[config.mk]
export PLATFORM = sky130hd
export DESIGN_NAME = pcie_dllp_rx_decoder
export DESIGN_NICKNAME = d
export VERILOG_FILES = /design/src/rtl/pcie_dllp_rx_decoder_pkg.sv /design/src/rtl/pcie_dllp_crc16.sv /design/src/rtl/pcie_dllp_rx_decoder.sv
export SDC_FILE = /design/constraint.sdc
export NUM_CORES = 1
export LEC_CHECK = 0
export ABC_AREA = 1
export CAP_MARGIN = 40
export CELL_PAD_IN_SITES_DETAIL_PLACEMENT = 1
export CELL_PAD_IN_SITES_GLOBAL_PLACEMENT = 1
export CORE_UTILIZATION = 40
export CTS_CLUSTER_DIAMETER = 100
export DETAILED_ROUTE_END_ITERATION = 8
export MAX_ROUTING_LAYER = met4
export PLACE_DENSITY_LB_ADDON = 0.1
export RECOVER_POWER = 25
export SYNTH_ARGS = -nofsm -noshare
export SYNTH_HDL_FRONTEND = slang
export SYNTH_SLANG_ARGS = --single-unit
[constraint.sdc]
create_clock -name i_clk -period 5.9 [get_ports i_clk]
set_input_delay 1.18 -clock i_clk [delete_from_list [all_inputs] [get_ports i_clk]]
set_output_delay 1.18 -clock i_clk [all_outputs]
set_load 0.05 [all_outputs]
[src/rtl/pcie_dllp_rx_decoder_pkg.sv]
// Shared PCIe DLL definitions used by the DLLP receive decoder and the CRC-16 block.
// Holds DLLP type constants, FC type / FC-init state enums, DLLP body layouts and
// the DLLP CRC-16 polynomial.
package pcie_dllp_rx_decoder_pkg;

  localparam int unsigned PCIE_DLLP_PACKET_SIZE = 48;

  localparam logic [7:0] DLLP_TYPE_ACK = 8'h00;
  localparam logic [7:0] DLLP_TYPE_NAK = 8'h10;

  // FC DLLP type nibble is {kind, fc_type}; kind occupies the upper two bits.
  localparam logic [1:0] DLLP_FC_INITFC1  = 2'b01;
  localparam logic [1:0] DLLP_FC_INITFC2  = 2'b11;
  localparam logic [1:0] DLLP_FC_UPDATEFC = 2'b10;

  localparam logic [15:0] DLLP_CRC16_POLY = 16'h100B;
  localparam logic [15:0] DLLP_CRC16_SEED = 16'hFFFF;

  typedef enum logic [1:0] {
    FC_P   = 2'd0,
    FC_NP  = 2'd1,
    FC_CPL = 2'd2
  } fc_type_e;

  typedef enum logic [1:0] {
    FC_INIT1 = 2'd0,
    FC_INIT2 = 2'd1,
    FC_DONE  = 2'd2
  } fc_state_e;

  // InitFC1/InitFC2/UpdateFC body, bits [31:0].
  typedef struct packed {
    logic [3:0]  type_hi;
    logic        z;
    logic [2:0]  vc;
    logic [1:0]  rsvd0;
    logic [7:0]  hdr_fc;
    logic [1:0]  rsvd1;
    logic [11:0] data_fc;
  } dllp_fc_t;

  // Ack/Nak body, bits [31:0].
  typedef struct packed {
    logic [7:0]  dtype;
    logic [11:0] rsvd;
    logic [11:0] seq;
  } dllp_ack_t;

  function automatic logic [7:0] bitrev8(input logic [7:0] b);
    logic [7:0] r;
    for (int i = 0; i < 8; i++) r[i] = b[7-i];
    return r;
  endfunction

endpackage

[src/rtl/pcie_dllp_crc16.sv]
// PCIe DLLP CRC-16, purely combinational. Shared with the DLL TX DLLP generator.
// Ports:
//   i_data  32-bit DLLP body, byte 0 in [31:24]
//   o_crc   16-bit CRC as carried in DLLP bits [47:32]
// Bytes are consumed byte 0 first, each LSB first, through a 100Bh LFSR seeded
// with all-ones; the remainder is inverted and each byte is bit-reversed.
module pcie_dllp_crc16
  import pcie_dllp_rx_decoder_pkg::*;
(
  input  logic [31:0] i_data,
  output logic [15:0] o_crc
);

  logic [15:0] w_lfsr;

  always_comb begin
    w_lfsr = DLLP_CRC16_SEED;
    for (int b = 0; b < 4; b++) begin
      for (int i = 0; i < 8; i++) begin
        if (w_lfsr[15] ^ i_data[24 - 8*b + i]) begin
          w_lfsr = {w_lfsr[14:0], 1'b0} ^ DLLP_CRC16_POLY;
        end else begin
          w_lfsr = {w_lfsr[14:0], 1'b0};
        end
      end
    end
  end

  assign o_crc = {bitrev8(~w_lfsr[15:8]), bitrev8(~w_lfsr[7:0])};

endmodule

[src/rtl/pcie_dllp_rx_decoder.sv]
// Receive-side DLLP decoder: CRC check, Ack/Nak forwarding, per-VC FC init FSM
// and credit-limit registers.
// Ports:
//   i_clk, i_rst_n          clock, async active-low reset
//   i_link_up               DL_Up; low returns every VC to FC_INIT1
//   i_dllp_valid/_data      incoming DLLP, [47:32] CRC, [31:0] body
//   o_ack_valid/_is_nak/_seq  decoded Ack/Nak pulse
//   o_fc_init_done          per-VC FC_DONE flag
//   o_fc_hdr_limit/_data_limit  credit limits, index (vc*3+type)
//   o_fc_update             per-VC pulse on any limit write
//   o_crc_err_cnt/o_unsup_cnt  saturating error counters
module pcie_dllp_rx_decoder
  import pcie_dllp_rx_decoder_pkg::*;
#(
  parameter int unsigned NUM_VC    = 1,
  parameter int unsigned ERR_CNT_W = 16
) (
  input  logic                        i_clk,
  input  logic                        i_rst_n,
  input  logic                        i_link_up,
  input  logic                        i_dllp_valid,
  input  logic [47:0]                 i_dllp_data,
  output logic                        o_ack_valid,
  output logic                        o_ack_is_nak,
  output logic [11:0]                 o_ack_seq,
  output logic [NUM_VC-1:0]           o_fc_init_done,
  output logic [NUM_VC*3*8-1:0]       o_fc_hdr_limit,
  output logic [NUM_VC*3*12-1:0]      o_fc_data_limit,
  output logic [NUM_VC-1:0]           o_fc_update,
  output logic [ERR_CNT_W-1:0]        o_crc_err_cnt,
  output logic [ERR_CNT_W-1:0]        o_unsup_cnt
);

  logic                 r_s1_valid, r_s2_valid, r_s2_crc_ok;
  logic [47:0]          r_s1_data;
  logic [31:0]          r_s2_body;
  logic [15:0]          w_crc;
  logic                 r_ack_valid, r_ack_is_nak;
  logic [11:0]          r_ack_seq;
  logic [ERR_CNT_W-1:0] r_crc_err_cnt, r_unsup_cnt;

  pcie_dllp_crc16 u_crc (
    .i_data (r_s1_data[31:0]),
    .o_crc  (w_crc)
  );

  // CRC is evaluated on stage 1 and carried as a flag; decode happens on stage 2.
  always_ff @(posedge i_clk or negedge i_rst_n) begin
    if (!i_rst_n) begin
      r_s1_valid  <= 1'b0;
      r_s1_data   <= '0;
      r_s2_valid  <= 1'b0;
      r_s2_crc_ok <= 1'b0;
      r_s2_body   <= '0;
    end else begin
      r_s1_valid  <= i_dllp_valid;
      r_s1_data   <= i_dllp_data;
      r_s2_valid  <= r_s1_valid;
      r_s2_crc_ok <= (w_crc == r_s1_data[47:32]);
      r_s2_body   <= r_s1_data[31:0];
    end
  end

  dllp_fc_t  w_fc;
  dllp_ack_t w_ack;
  logic      w_good, w_is_ack, w_fc_known, w_vc_ok, w_fc_valid, w_unsup;
  logic [1:0] w_kind;
  fc_type_e  w_fct;
  logic      w_unused;

  assign w_fc       = r_s2_body;
  assign w_ack      = r_s2_body;
  assign w_kind     = w_fc.type_hi[3:2];
  assign w_fct      = fc_type_e'(w_fc.type_hi[1:0]);
  assign w_good     = r_s2_valid && r_s2_crc_ok;
  assign w_is_ack   = w_good && (w_ack.dtype == DLLP_TYPE_ACK || w_ack.dtype == DLLP_TYPE_NAK);
  assign w_fc_known = (w_kind != 2'b00) && (w_fc.type_hi[1:0] != 2'b11);
  assign w_vc_ok    = ({29'd0, w_fc.vc} < NUM_VC);
  assign w_fc_valid = w_good && !w_is_ack && w_fc_known && !w_fc.z && w_vc_ok;
  assign w_unsup    = w_good && !w_is_ack && !(w_fc_known && !w_fc.z && w_vc_ok);
  assign w_unused   = ^{w_fc.rsvd0, w_fc.rsvd1, w_ack.rsvd};

  always_ff @(posedge i_clk or negedge i_rst_n) begin
    if (!i_rst_n) begin
      r_ack_valid   <= 1'b0;
      r_ack_is_nak  <= 1'b0;
      r_ack_seq     <= '0;
      r_crc_err_cnt <= '0;
      r_unsup_cnt   <= '0;
    end else begin
      r_ack_valid <= w_is_ack;
      if (w_is_ack) begin
        r_ack_is_nak <= (w_ack.dtype == DLLP_TYPE_NAK);
        r_ack_seq    <= w_ack.seq;
      end
      if (r_s2_valid && !r_s2_crc_ok && r_crc_err_cnt != '1) begin
        r_crc_err_cnt <= r_crc_err_cnt + 1'b1;
      end
      if (w_unsup && r_unsup_cnt != '1) begin
        r_unsup_cnt <= r_unsup_cnt + 1'b1;
      end
    end
  end

  for (genvar g = 0; g < NUM_VC; g++) begin : g_vc
    fc_state_e   r_state, w_state_next;
    logic [2:0]  r_seen, w_seen_next;
    logic        w_hit, w_wr, r_update;
    logic [7:0]  r_hdr  [3];
    logic [11:0] r_data [3];

    assign w_hit = w_fc_valid && (w_fc.vc == 3'(g));

    // link_up low wins over any FC DLLP in stage 2: no limit write happens.
    always_comb begin
      w_state_next = r_state;
      w_seen_next  = r_seen;
      w_wr         = 1'b0;
      if (!i_link_up) begin
        w_state_next = FC_INIT1;
        w_seen_next  = '0;
      end else begin
        case (r_state)
          FC_INIT1: begin
            if (w_hit && w_kind == DLLP_FC_INITFC1) begin
              w_wr        = 1'b1;
              w_seen_next = r_seen | (3'b001 << w_fct);
            end
            // All three types seen on an earlier edge: advance now.
            if (&r_seen) begin
              w_state_next = FC_INIT2;
              w_seen_next  = '0;
            end
          end
          FC_INIT2: begin
            if (w_hit) begin
              w_wr = 1'b1;
              if (w_kind != DLLP_FC_INITFC1) w_state_next = FC_DONE;
            end
          end
          FC_DONE: begin
            if (w_hit && w_kind == DLLP_FC_UPDATEFC) w_wr = 1'b1;
          end
          default: w_state_next = FC_INIT1;
        endcase
      end
    end

    always_ff @(posedge i_clk or negedge i_rst_n) begin
      if (!i_rst_n) begin
        r_state  <= FC_INIT1;
        r_seen   <= '0;
        r_update <= 1'b0;
        for (int t = 0; t < 3; t++) begin
          r_hdr[t]  <= '0;
          r_data[t] <= '0;
        end
      end else begin
        r_state  <= w_state_next;
        r_seen   <= w_seen_next;
        r_update <= w_wr;
        for (int t = 0; t < 3; t++) begin
          if (w_wr && int'(w_fct) == t) begin
            r_hdr[t]  <= w_fc.hdr_fc;
            r_data[t] <= w_fc.data_fc;
          end
        end
      end
    end

    for (genvar t = 0; t < 3; t++) begin : g_type
      assign o_fc_hdr_limit[(g*3+t)*8 +: 8]   = r_hdr[t];
      assign o_fc_data_limit[(g*3+t)*12 +: 12] = r_data[t];
    end

    assign o_fc_init_done[g] = (r_state == FC_DONE);
    assign o_fc_update[g]    = r_update;
  end

  assign o_ack_valid   = r_ack_valid;
  assign o_ack_is_nak  = r_ack_is_nak;
  assign o_ack_seq     = r_ack_seq;
  assign o_crc_err_cnt = r_crc_err_cnt;
  assign o_unsup_cnt   = r_unsup_cnt;

endmodule

==> metrics.txt, run 1 <==
# TYPE chip_impl_metric gauge
chip_impl_metric{name="gp_routability_congestion",unit=""} 0.800
chip_impl_metric{name="initial_core_util",unit="%"} 40.9
chip_impl_metric{name="synth_fp_nets",unit=""} 1094
chip_impl_metric{name="pins_over_their_slew_limit",unit=""} 110
chip_impl_metric{name="finalClockSkew",unit="ns"} 0.0134
chip_impl_metric{name="grt_util_all_layers",unit="%"} 22.1
chip_impl_info{name="cts_root_buffer",value="sky130_fd_sc_hd__clkbuf_16"} 1
chip_impl_metric{name="tightestPinTransition",unit="ns"} 2.62
chip_impl_metric{name="area_enclosed_by_the_die_boundary",unit="sq um"} 23000
chip_impl_metric{name="ys_seq_elements",unit=""} 191
chip_impl_metric{name="setup_tns",unit="ns"} 0
chip_impl_metric{name="ant_nets",unit=""} 0
chip_impl_metric{name="die_w",unit="um"} 152
chip_impl_metric{name="port_buffers",unit=""} 159
chip_impl_metric{name="arrival",unit="ns"} 4.22
chip_impl_info{name="final_cell_mix",value="345 x sky130_fd_sc_hd__nand2_1, 191 x sky130_fd_sc_hd__dfrtp_1, 110 x sky130_fd_sc_hd__clkdlybuf4s50_1"} 1
chip_impl_metric{name="finish.utilization",unit="%"} 52.2
chip_impl_metric{name="finalCritPeriodShare",unit="%"} 62.7
chip_impl_metric{name="first_global_vias",unit=""} 7351
chip_impl_metric{name="core_area",unit="sq um"} 21900
chip_impl_metric{name="htreeDepth",unit=""} 4
chip_impl_metric{name="synth.distinct_cells",unit=""} 35
chip_impl_metric{name="synth.yosys.warnings",unit=""} 0
chip_impl_info{name="layout_commonest_cell",value="sky130_fd_sc_hd__nand2_1"} 1
chip_impl_metric{name="post_cts_repair_timing_setup_buffer_count",unit=""} 0
chip_impl_metric{name="worstPathRequired",unit="ns"} 6.42
chip_impl_info{name="run_status",value="finished with violations"} 1
chip_impl_info{name="startpoint",value="i_rst_n"} 1
chip_impl_metric{name="post-place-ws",unit="ns"} 2.49
chip_impl_metric{name="final_critical_path_setup_slack",unit="ns"} 2.20
chip_impl_metric{name="vias",unit=""} 7312
chip_impl_metric{name="wire_length_of_the_first_global_routing_pass",unit="um"} 37800
chip_impl_metric{name="worst-r2r-cell-count",unit=""} 8
chip_impl_metric{name="final_layout_size_suffix_gt1_share",unit="%"} 10.6
chip_impl_metric{name="initial_antenna_violation_count",unit=""} 0
chip_impl_metric{name="power.leakage",unit="uW"} 0.00566
chip_impl_metric{name="finalHoldViolations",unit=""} 0
chip_impl_metric{name="clk_latency",unit="ns"} 0.43
chip_impl_metric{name="num-fill-cells",unit=""} 2597
chip_impl_info{name="rr_startpoint",value="r_s2_body[24]$_DFF_PN0_"} 1
chip_impl_metric{name="io_pins",unit=""} 160
chip_impl_metric{name="syn-cell-area",unit="sq um"} 8950
chip_impl_metric{name="cts_num_sinks",unit=""} 191
chip_impl_metric{name="post-dp-hpwl",unit="um"} 18200
chip_impl_metric{name="fin_nets",unit=""} 1260
chip_impl_metric{name="part_of_the_yosys_area_used_for_sequential_elements",unit="%"} 53.4
chip_impl_metric{name="cts_max_path_buffers",unit=""} 2
chip_impl_info{name="rsz0062_at_grt",value="no"} 1
chip_impl_metric{name="vias_per_cell",unit=""} 4.88
chip_impl_metric{name="grt_start_max_net_pins",unit=""} 110
chip_impl_info{name="min_path_type",value="reg -> reg"} 1
chip_impl_metric{name="final_period_minus_worst_setup_slack",unit="ns"} 3.70
chip_impl_metric{name="postCtsHoldBufs",unit=""} 0
chip_impl_metric{name="worst_slew_margin_rel",unit="%"} -74.9
chip_impl_info{name="hold_path_startpoint",value="r_s1_valid$_DFF_PN0_"} 1
chip_impl_metric{name="chipHeight",unit="um"} 152
chip_impl_metric{name="r2r_setup_slack",unit="ns"} 2.91
chip_impl_metric{name="cpPeakStageDelay",unit="ns"} 1.88
chip_impl_info{name="startpoint_type",value="input pin"} 1
chip_impl_metric{name="per_cell_routed_wire_length",unit="um"} 15.6
chip_impl_metric{name="power_density",unit="nW/um^2"} 302
chip_impl_metric{name="timing.fmax",unit="MHz"} 270
chip_impl_metric{name="totalWireLength",unit="um"} 23400
chip_impl_metric{name="detail_route.iter0.violations",unit=""} 322
chip_impl_metric{name="clock_slew_at_reported_path_ffs",unit="ns"} 0.07
chip_impl_metric{name="post_synth.cell_area_avg",unit="sq um"} 8.60
chip_impl_metric{name="syn-instance-count",unit=""} 1040
chip_impl_info{name="timing_worst_setup_path_type",value="in -> async"} 1
chip_impl_metric{name="synthToLayoutAreaGrowth",unit="%"} 27.7
chip_impl_info{name="failed_checks",value="capacitance limit, slew limit"} 1
chip_impl_metric{name="route.detailed.drc",unit=""} 0
chip_impl_metric{name="num_rows",unit=""} 54
chip_impl_info{name="crit_path_end_kind",value="async pin"} 1
chip_impl_info{name="tritoncts",value="yes"} 1
chip_impl_info{name="worstPathCellList",value="clkbuf_1, clkbuf_2, buf_4"} 1
chip_impl_metric{name="num_antenna_cells",unit=""} 0
chip_impl_metric{name="vdd_ir_drop_max",unit="mV"} 0.178
chip_impl_metric{name="max_cap_violations",unit=""} 1
chip_impl_metric{name="critical_path_peak_fanout",unit=""} 109
chip_impl_info{name="cp_slowest_cell",value="sky130_fd_sc_hd__clkbuf_2"} 1
chip_impl_metric{name="cts_resized",unit=""} 0
chip_impl_metric{name="global_route_congestion_overflow_total",unit=""} 0
chip_impl_metric{name="dr.pass1.iters",unit=""} 4
chip_impl_metric{name="numCtsBuffers",unit=""} 17
chip_impl_metric{name="final_number_of_setup_violating_endpoints",unit=""} 0
chip_impl_metric{name="hold-path-cell-count",unit=""} 0
-- layer usage --
layer  part of all wire [%]  GRT usage [%]  routed length, um
met1                     47           29.1              11000
met2                     49           36.4              11500
met3                    3.1           3.56                722
met5                      0              -                  0
met4                   0.67           4.16                156
-- per-stage QoR --
stage          power (uW)  cell area (sq um)  hold WS [ns]  std cells
6_report             3450              11400         0.352       1498
5_1_grt              3650              11400         0.356       1498
4_1_cts              3510              11500         0.355       1498
3_5_place_dp         2350              10900         0.338       1467
3_3_place_gp         2320              10800         0.338       1463
2_1_floorplan        2070               8950         0.331       1040
-- worst paths after layout --
path / endpoint
min in group asynchronous: o_unsup_cnt[8]$_DFFE_PN0P_
max in group i_clk: o_fc_init_done
hold / removal: r_s2_valid$_DFF_PN0_
setup reg to reg: o_fc_data_limit[16]$_DFFE_PN0P_
setup / recovery: o_fc_data_limit[13]$_DFFE_PN0P_
hold reg to reg: r_s2_valid$_DFF_PN0_
-- synthesized netlist by cell type --
cell type | n | area (sq um)
sky130_fd_sc_hd__inv_4 | 1 | 6.26
sky130_fd_sc_hd__nor4_1 | 1 | 6.26
sky130_fd_sc_hd__ha_1 | 2 | 25.0
sky130_fd_sc_hd__nor2_2 | 1 | 6.26
sky130_fd_sc_hd__nor2_1 | 40 | 150
sky130_fd_sc_hd__or4_1 | 1 | 7.51
sky130_fd_sc_hd__nand3_1 | 86 | 430
sky130_fd_sc_hd__clkbuf_1 | 14 | 52.6
sky130_fd_sc_hd__nor3b_1 | 1 | 7.51
sky130_fd_sc_hd__xnor2_1 | 19 | 166
sky130_fd_sc_hd__clkinv_1 | 2 | 7.51
sky130_fd_sc_hd__a21oi_1 | 8 | 40.0
sky130_fd_sc_hd__a32o_1 | 1 | 10.0
sky130_fd_sc_hd__nand2_8 | 3 | 60.1
sky130_fd_sc_hd__inv_2 | 19 | 71.3
sky130_fd_sc_hd__nor3_1 | 6 | 30.0
sky130_fd_sc_hd__nand4_1 | 9 | 56.3
sky130_fd_sc_hd__xor2_2 | 1 | 16.3
sky130_fd_sc_hd__nand3_2 | 5 | 50.1
sky130_fd_sc_hd__buf_6 | 4 | 45.0
sky130_fd_sc_hd__o21ai_0 | 75 | 375
sky130_fd_sc_hd__o31ai_1 | 1 | 7.51
sky130_fd_sc_hd__a311oi_1 | 1 | 8.76
sky130_fd_sc_hd__inv_1 | 106 | 398
sky130_fd_sc_hd__nand2_1 | 345 | 1290
sky130_fd_sc_hd__nand2_4 | 20 | 225
sky130_fd_sc_hd__mux2_2 | 1 | 11.3
sky130_fd_sc_hd__nand3_4 | 4 | 70.1
sky130_fd_sc_hd__nor2_4 | 2 | 22.5
sky130_fd_sc_hd__nand3b_1 | 6 | 45.0
sky130_fd_sc_hd__and3_1 | 2 | 12.5
sky130_fd_sc_hd__o21ai_1 | 1 | 5.00
sky130_fd_sc_hd__xor2_1 | 26 | 228
sky130_fd_sc_hd__nand2_2 | 35 | 219
sky130_fd_sc_hd__dfrtp_1 | 191 | 4780
-- state kept, by name, summed over array words and instances, names as in the netlist --
name / flops
g_vc.r_seen: 3
g_vc.r_state: 2
o_ack_is_nak: 1
o_ack_seq: 12
o_ack_valid: 1
o_crc_err_cnt: 16
o_fc_data_limit: 36
o_fc_hdr_limit: 24
o_fc_update: 1
o_unsup_cnt: 16
r_s1_data: 48
r_s1_valid: 1
r_s2_body: 28
r_s2_crc_ok: 1
r_s2_valid: 1
-- area by class of cell --
| class | count | area (sq um) | share of cell area, % |
|---|---|---|---|
| clock buffers | 19 | 453 | 3.96 |
| repair buffers | 165 | 1650 | 14.4 |
| well taps | 280 | 350 | 3.07 |
| flip-flops and latches | 191 | 4780 | 41.8 |
| multi-input cells | 703 | 3590 | 31.4 |
| inverters | 128 | 483 | 4.23 |
| clock inverters | 12 | 125 | 1.09 |
-- critical path, delay by kind of cell --
kind	cells	cell delay, ns
buf+inv	3	2.93
-- cell families (layout without fill, tap and decap cells) --
family / after synthesis / after routing / share of synthesized area, %
AOI/OAI and AO/OA: 87 / 87 / 4.99
xor gates and xnor gates: 46 / 46 / 4.59
adders and majority gates: 2 / 2 / 0.280
buffers and inverters: 146 / 324 / 6.49
DFF: 191 / 191 / 53.4
muxes: 1 / 1 / 0.126
and+or+nand+nor: 567 / 567 / 30.1
-- power breakdown --
part           switching [uW]  total, uW  internal, uW
registers                57.9       1420          1360
clock network             523       1140           615
logic                     599        894           295
Note: power is estimated with default switching activity, not from simulation.
==> run 2, diff against run 1 <==
- clock period: 5.9 -> 3.8 ns (I/O delays scaled with it)
==> run 2 against run 1 <==
The run still ends with capacitance limit, slew limit left. Core utilization is 0.063 points higher. Critical path depth up 18. Flip-flop and latch count unchanged. Sequential share of layout area decreased by 0.050 points. Clock-buffer cell count is 2 lower. Critical path type is now reg -> reg. Critical endpoint is now r_s2_crc_ok$_DFF_PN0_.
==> metrics.txt, run 2 (same netlist as run 1, synthesis figures left out) <==
# TYPE chip_impl_metric gauge
chip_impl_metric{name="finalCritPeriodShare",unit="%"} 73.2
chip_impl_info{name="final_cell_mix",value="345 x sky130_fd_sc_hd__nand2_1, 191 x sky130_fd_sc_hd__dfrtp_1, 112 x sky130_fd_sc_hd__clkdlybuf4s50_1"} 1
chip_impl_info{name="layout_commonest_cell",value="sky130_fd_sc_hd__nand2_1"} 1
chip_impl_metric{name="clock_slew_at_reported_path_ffs",unit="ns"} 0.07
chip_impl_metric{name="cts_num_sinks",unit=""} 191
chip_impl_info{name="rsz0062_at_grt",value="no"} 1
chip_impl_metric{name="finalClockSkew",unit="ns"} 0.0153
chip_impl_metric{name="per_cell_routed_wire_length",unit="um"} 15.4
chip_impl_metric{name="synthToLayoutAreaGrowth",unit="%"} 27.9
chip_impl_metric{name="tightestPinTransition",unit="ns"} 1.92
chip_impl_metric{name="worstPathRequired",unit="ns"} 4.16
chip_impl_metric{name="setup_tns",unit="ns"} 0
chip_impl_metric{name="dr.pass1.iters",unit=""} 4
chip_impl_info{name="cts_root_buffer",value="sky130_fd_sc_hd__clkbuf_16"} 1
chip_impl_metric{name="totalWireLength",unit="um"} 23100
chip_impl_metric{name="vias_per_cell",unit=""} 4.87
chip_impl_metric{name="area_enclosed_by_the_die_boundary",unit="sq um"} 23000
chip_impl_metric{name="post-dp-hpwl",unit="um"} 18100
chip_impl_metric{name="port_buffers",unit=""} 159
chip_impl_metric{name="vias",unit=""} 7310
chip_impl_metric{name="first_global_vias",unit=""} 7343
chip_impl_metric{name="num_rows",unit=""} 54
chip_impl_metric{name="initial_antenna_violation_count",unit=""} 1
chip_impl_metric{name="initial_core_util",unit="%"} 40.9
chip_impl_metric{name="critical_path_peak_fanout",unit=""} 9
chip_impl_info{name="cp_slowest_cell",value="sky130_fd_sc_hd__dfrtp_1"} 1
chip_impl_info{name="critPathMostFrequentCell",value="sky130_fd_sc_hd__nand2_1"} 1
chip_impl_metric{name="post_cts_repair_timing_setup_buffer_count",unit=""} 0
chip_impl_metric{name="die_w",unit="um"} 152
chip_impl_metric{name="wire_length_of_the_first_global_routing_pass",unit="um"} 37800
chip_impl_metric{name="final_period_minus_worst_setup_slack",unit="ns"} 2.78
chip_impl_metric{name="vdd_ir_drop_max",unit="mV"} 0.310
chip_impl_info{name="run_status",value="finished with violations"} 1
chip_impl_metric{name="finalHoldViolations",unit=""} 0
chip_impl_metric{name="power.leakage",unit="uW"} 0.00567
chip_impl_metric{name="htreeDepth",unit=""} 4
chip_impl_info{name="failed_checks",value="capacitance limit, slew limit"} 1
chip_impl_metric{name="finish.utilization",unit="%"} 52.3
chip_impl_metric{name="critical_path.n_buffers_inverters",unit=""} 2
chip_impl_info{name="timing_worst_setup_path_type",value="reg -> reg"} 1
chip_impl_metric{name="postCtsHoldBufs",unit=""} 0
chip_impl_metric{name="route.detailed.drc",unit=""} 0
chip_impl_metric{name="global_route_congestion_overflow_total",unit=""} 0
chip_impl_info{name="startpoint_type",value="register"} 1
chip_impl_metric{name="detail_route.iter0.violations",unit=""} 250
chip_impl_metric{name="cpPeakStageDelay",unit="ns"} 0.57
chip_impl_metric{name="io_pins",unit=""} 160
chip_impl_metric{name="core_area",unit="sq um"} 21900
chip_impl_metric{name="gp_routability_congestion",unit=""} 0.848
chip_impl_metric{name="largest_register_ffs",unit=""} 48
chip_impl_metric{name="arrival",unit="ns"} 3.14
chip_impl_metric{name="ant_nets",unit=""} 0
chip_impl_info{name="worstPathCellList",value="inv_2, nand2_1, nand2_2, nand2_1, nand2_2, inv_2, nand2_1, nand2_2, nand2_1, nand2_2, nand2_1, nand2_2, nand3_1, nand2_1, xor2_1, nand2_1, nor2_1, nand2_1, nor2_1, nand2_1, nor2_1"} 1
chip_impl_metric{name="grt_start_max_net_pins",unit=""} 76
chip_impl_info{name="crit_path_end_kind",value="register"} 1
chip_impl_metric{name="final_layout_size_suffix_gt1_share",unit="%"} 10.9
chip_impl_info{name="min_path_type",value="reg -> reg"} 1
chip_impl_info{name="regMostFlops",value="r_s1_data"} 1
chip_impl_metric{name="final_number_of_setup_violating_endpoints",unit=""} 0
chip_impl_metric{name="worst_slew_margin_rel",unit="%"} -27.8
chip_impl_info{name="tritoncts",value="yes"} 1
chip_impl_metric{name="chipHeight",unit="um"} 152
chip_impl_metric{name="grt_util_all_layers",unit="%"} 22.0
chip_impl_metric{name="clk_latency",unit="ns"} 0.43
chip_impl_metric{name="cts_max_path_buffers",unit=""} 2
chip_impl_metric{name="pins_over_their_slew_limit",unit=""} 75
chip_impl_metric{name="max_cap_violations",unit=""} 1
chip_impl_metric{name="fin_nets",unit=""} 1263
chip_impl_metric{name="numCtsBuffers",unit=""} 17
chip_impl_metric{name="power_density",unit="nW/um^2"} 466
chip_impl_info{name="path_delay_family",value="simple AND/OR/NAND/NOR gates"} 1
chip_impl_metric{name="timing.fmax",unit="MHz"} 359
chip_impl_metric{name="cts_resized",unit=""} 0
run 2: cell types whose count changed in the layout (fill, tap and decap cells not counted), sizes merged:
| cell | before | now |
|---|---|---|
| inv | 131 | 132 |
| clkdlybuf4s50 | 110 | 112 |
| clkbuf | 21 | 18 |
| buf | 5 | 9 |
| bufinv | 1 | 0 |
| clkinv | 7 | 9 |
| diode | 0 | 1 |
| dlygate4sd3 | 48 | 46 |
run 2: power breakdown:
group | total [uW] | switching (uW) | internal (uW)
clock network | 1740 | 862 | 873
registers | 2200 | 88.7 | 2110
logic | 1400 | 940 | 460
run 2: path summary, 6_finish.rpt:
path / slack (ns) / end / cells past startpoint / from
worst max register to register: 1.02 / r_s2_crc_ok$_DFF_PN0_ / 21 / r_s1_data[27]$_DFF_PN0_
max in group asynchronous: 1.64 / o_fc_data_limit[18]$_DFFE_PN0P_ / 2 / i_rst_n
min in group asynchronous: 0.85 / o_unsup_cnt[7]$_DFFE_PN0P_ / 1 / i_rst_n
worst min register to register: 0.36 / r_s2_valid$_DFF_PN0_ / 0 / r_s1_valid$_DFF_PN0_
worst min-delay path: 0.36 / r_s2_valid$_DFF_PN0_ / 0 / r_s1_valid$_DFF_PN0_
worst max-delay path: 1.02 / r_s2_crc_ok$_DFF_PN0_ / 21 / r_s1_data[27]$_DFF_PN0_
run 2: layout make-up:
class / instances / area (sq um)
Antenna cell: 1 / 2.50
Clock buffer: 17 / 425
Clock inverter: 14 / 148
Fill cell: 2576 / 10400
Inverter: 128 / 483
Multi-Input combinational cell: 703 / 3590
Sequential cell: 191 / 4780
Tap cell: 280 / 350
Timing Repair Buffer: 168 / 1670
run 2: worst reg2reg max path, cell delays in order, from the launching register on:
cell and delay [ns]:
sky130_fd_sc_hd__dfrtp_1 0.57, sky130_fd_sc_hd__inv_2 0.09, sky130_fd_sc_hd__nand2_1 0.09, sky130_fd_sc_hd__nand2_2 0.09, sky130_fd_sc_hd__nand2_1 0.09, sky130_fd_sc_hd__nand2_2 0.11, sky130_fd_sc_hd__inv_2 0.12, sky130_fd_sc_hd__nand2_1 0.07
sky130_fd_sc_hd__nand2_2 0.10, sky130_fd_sc_hd__nand2_1 0.08, sky130_fd_sc_hd__nand2_2 0.12, sky130_fd_sc_hd__nand2_1 0.07, sky130_fd_sc_hd__nand2_2 0.16, sky130_fd_sc_hd__nand3_1 0.09, sky130_fd_sc_hd__nand2_1 0.09, sky130_fd_sc_hd__xor2_1 0.26
sky130_fd_sc_hd__nand2_1 0.08, sky130_fd_sc_hd__nor2_1 0.12, sky130_fd_sc_hd__nand2_1 0.07, sky130_fd_sc_hd__nor2_1 0.08, sky130_fd_sc_hd__nand2_1 0.07, sky130_fd_sc_hd__nor2_1 0.10
run 2: layer usage:
layer / GRT usage, % / vias to the layer above / part of all wire (%)
met5: - / - / 0
met4: 4.95 / 0 / 1.0
met3: 3.23 / 23 / 3.2
met2: 35.8 / 135 / 48
met1: 29.1 / 3558 / 48
li1: - / 3594 / -
run 2: per-stage QoR:
stage | power (uW) | instance area [sq um] | setup slack [ns] | hold WS, ns | instances
5_1_grt | 5640 | 11400 | 0.640 | 0.369 | 1502
6_report | 5340 | 11400 | 1.02 | 0.356 | 1502
4_1_cts | 5400 | 11400 | 1.01 | 0.354 | 1501
3_5_place_dp | 3660 | 10900 | 1.05 | 0.339 | 1470
2_1_floorplan | 3220 | 8950 | 1.46 | 0.331 | 1040
3_3_place_gp | 3610 | 10900 | 1.10 | 0.336 | 1470
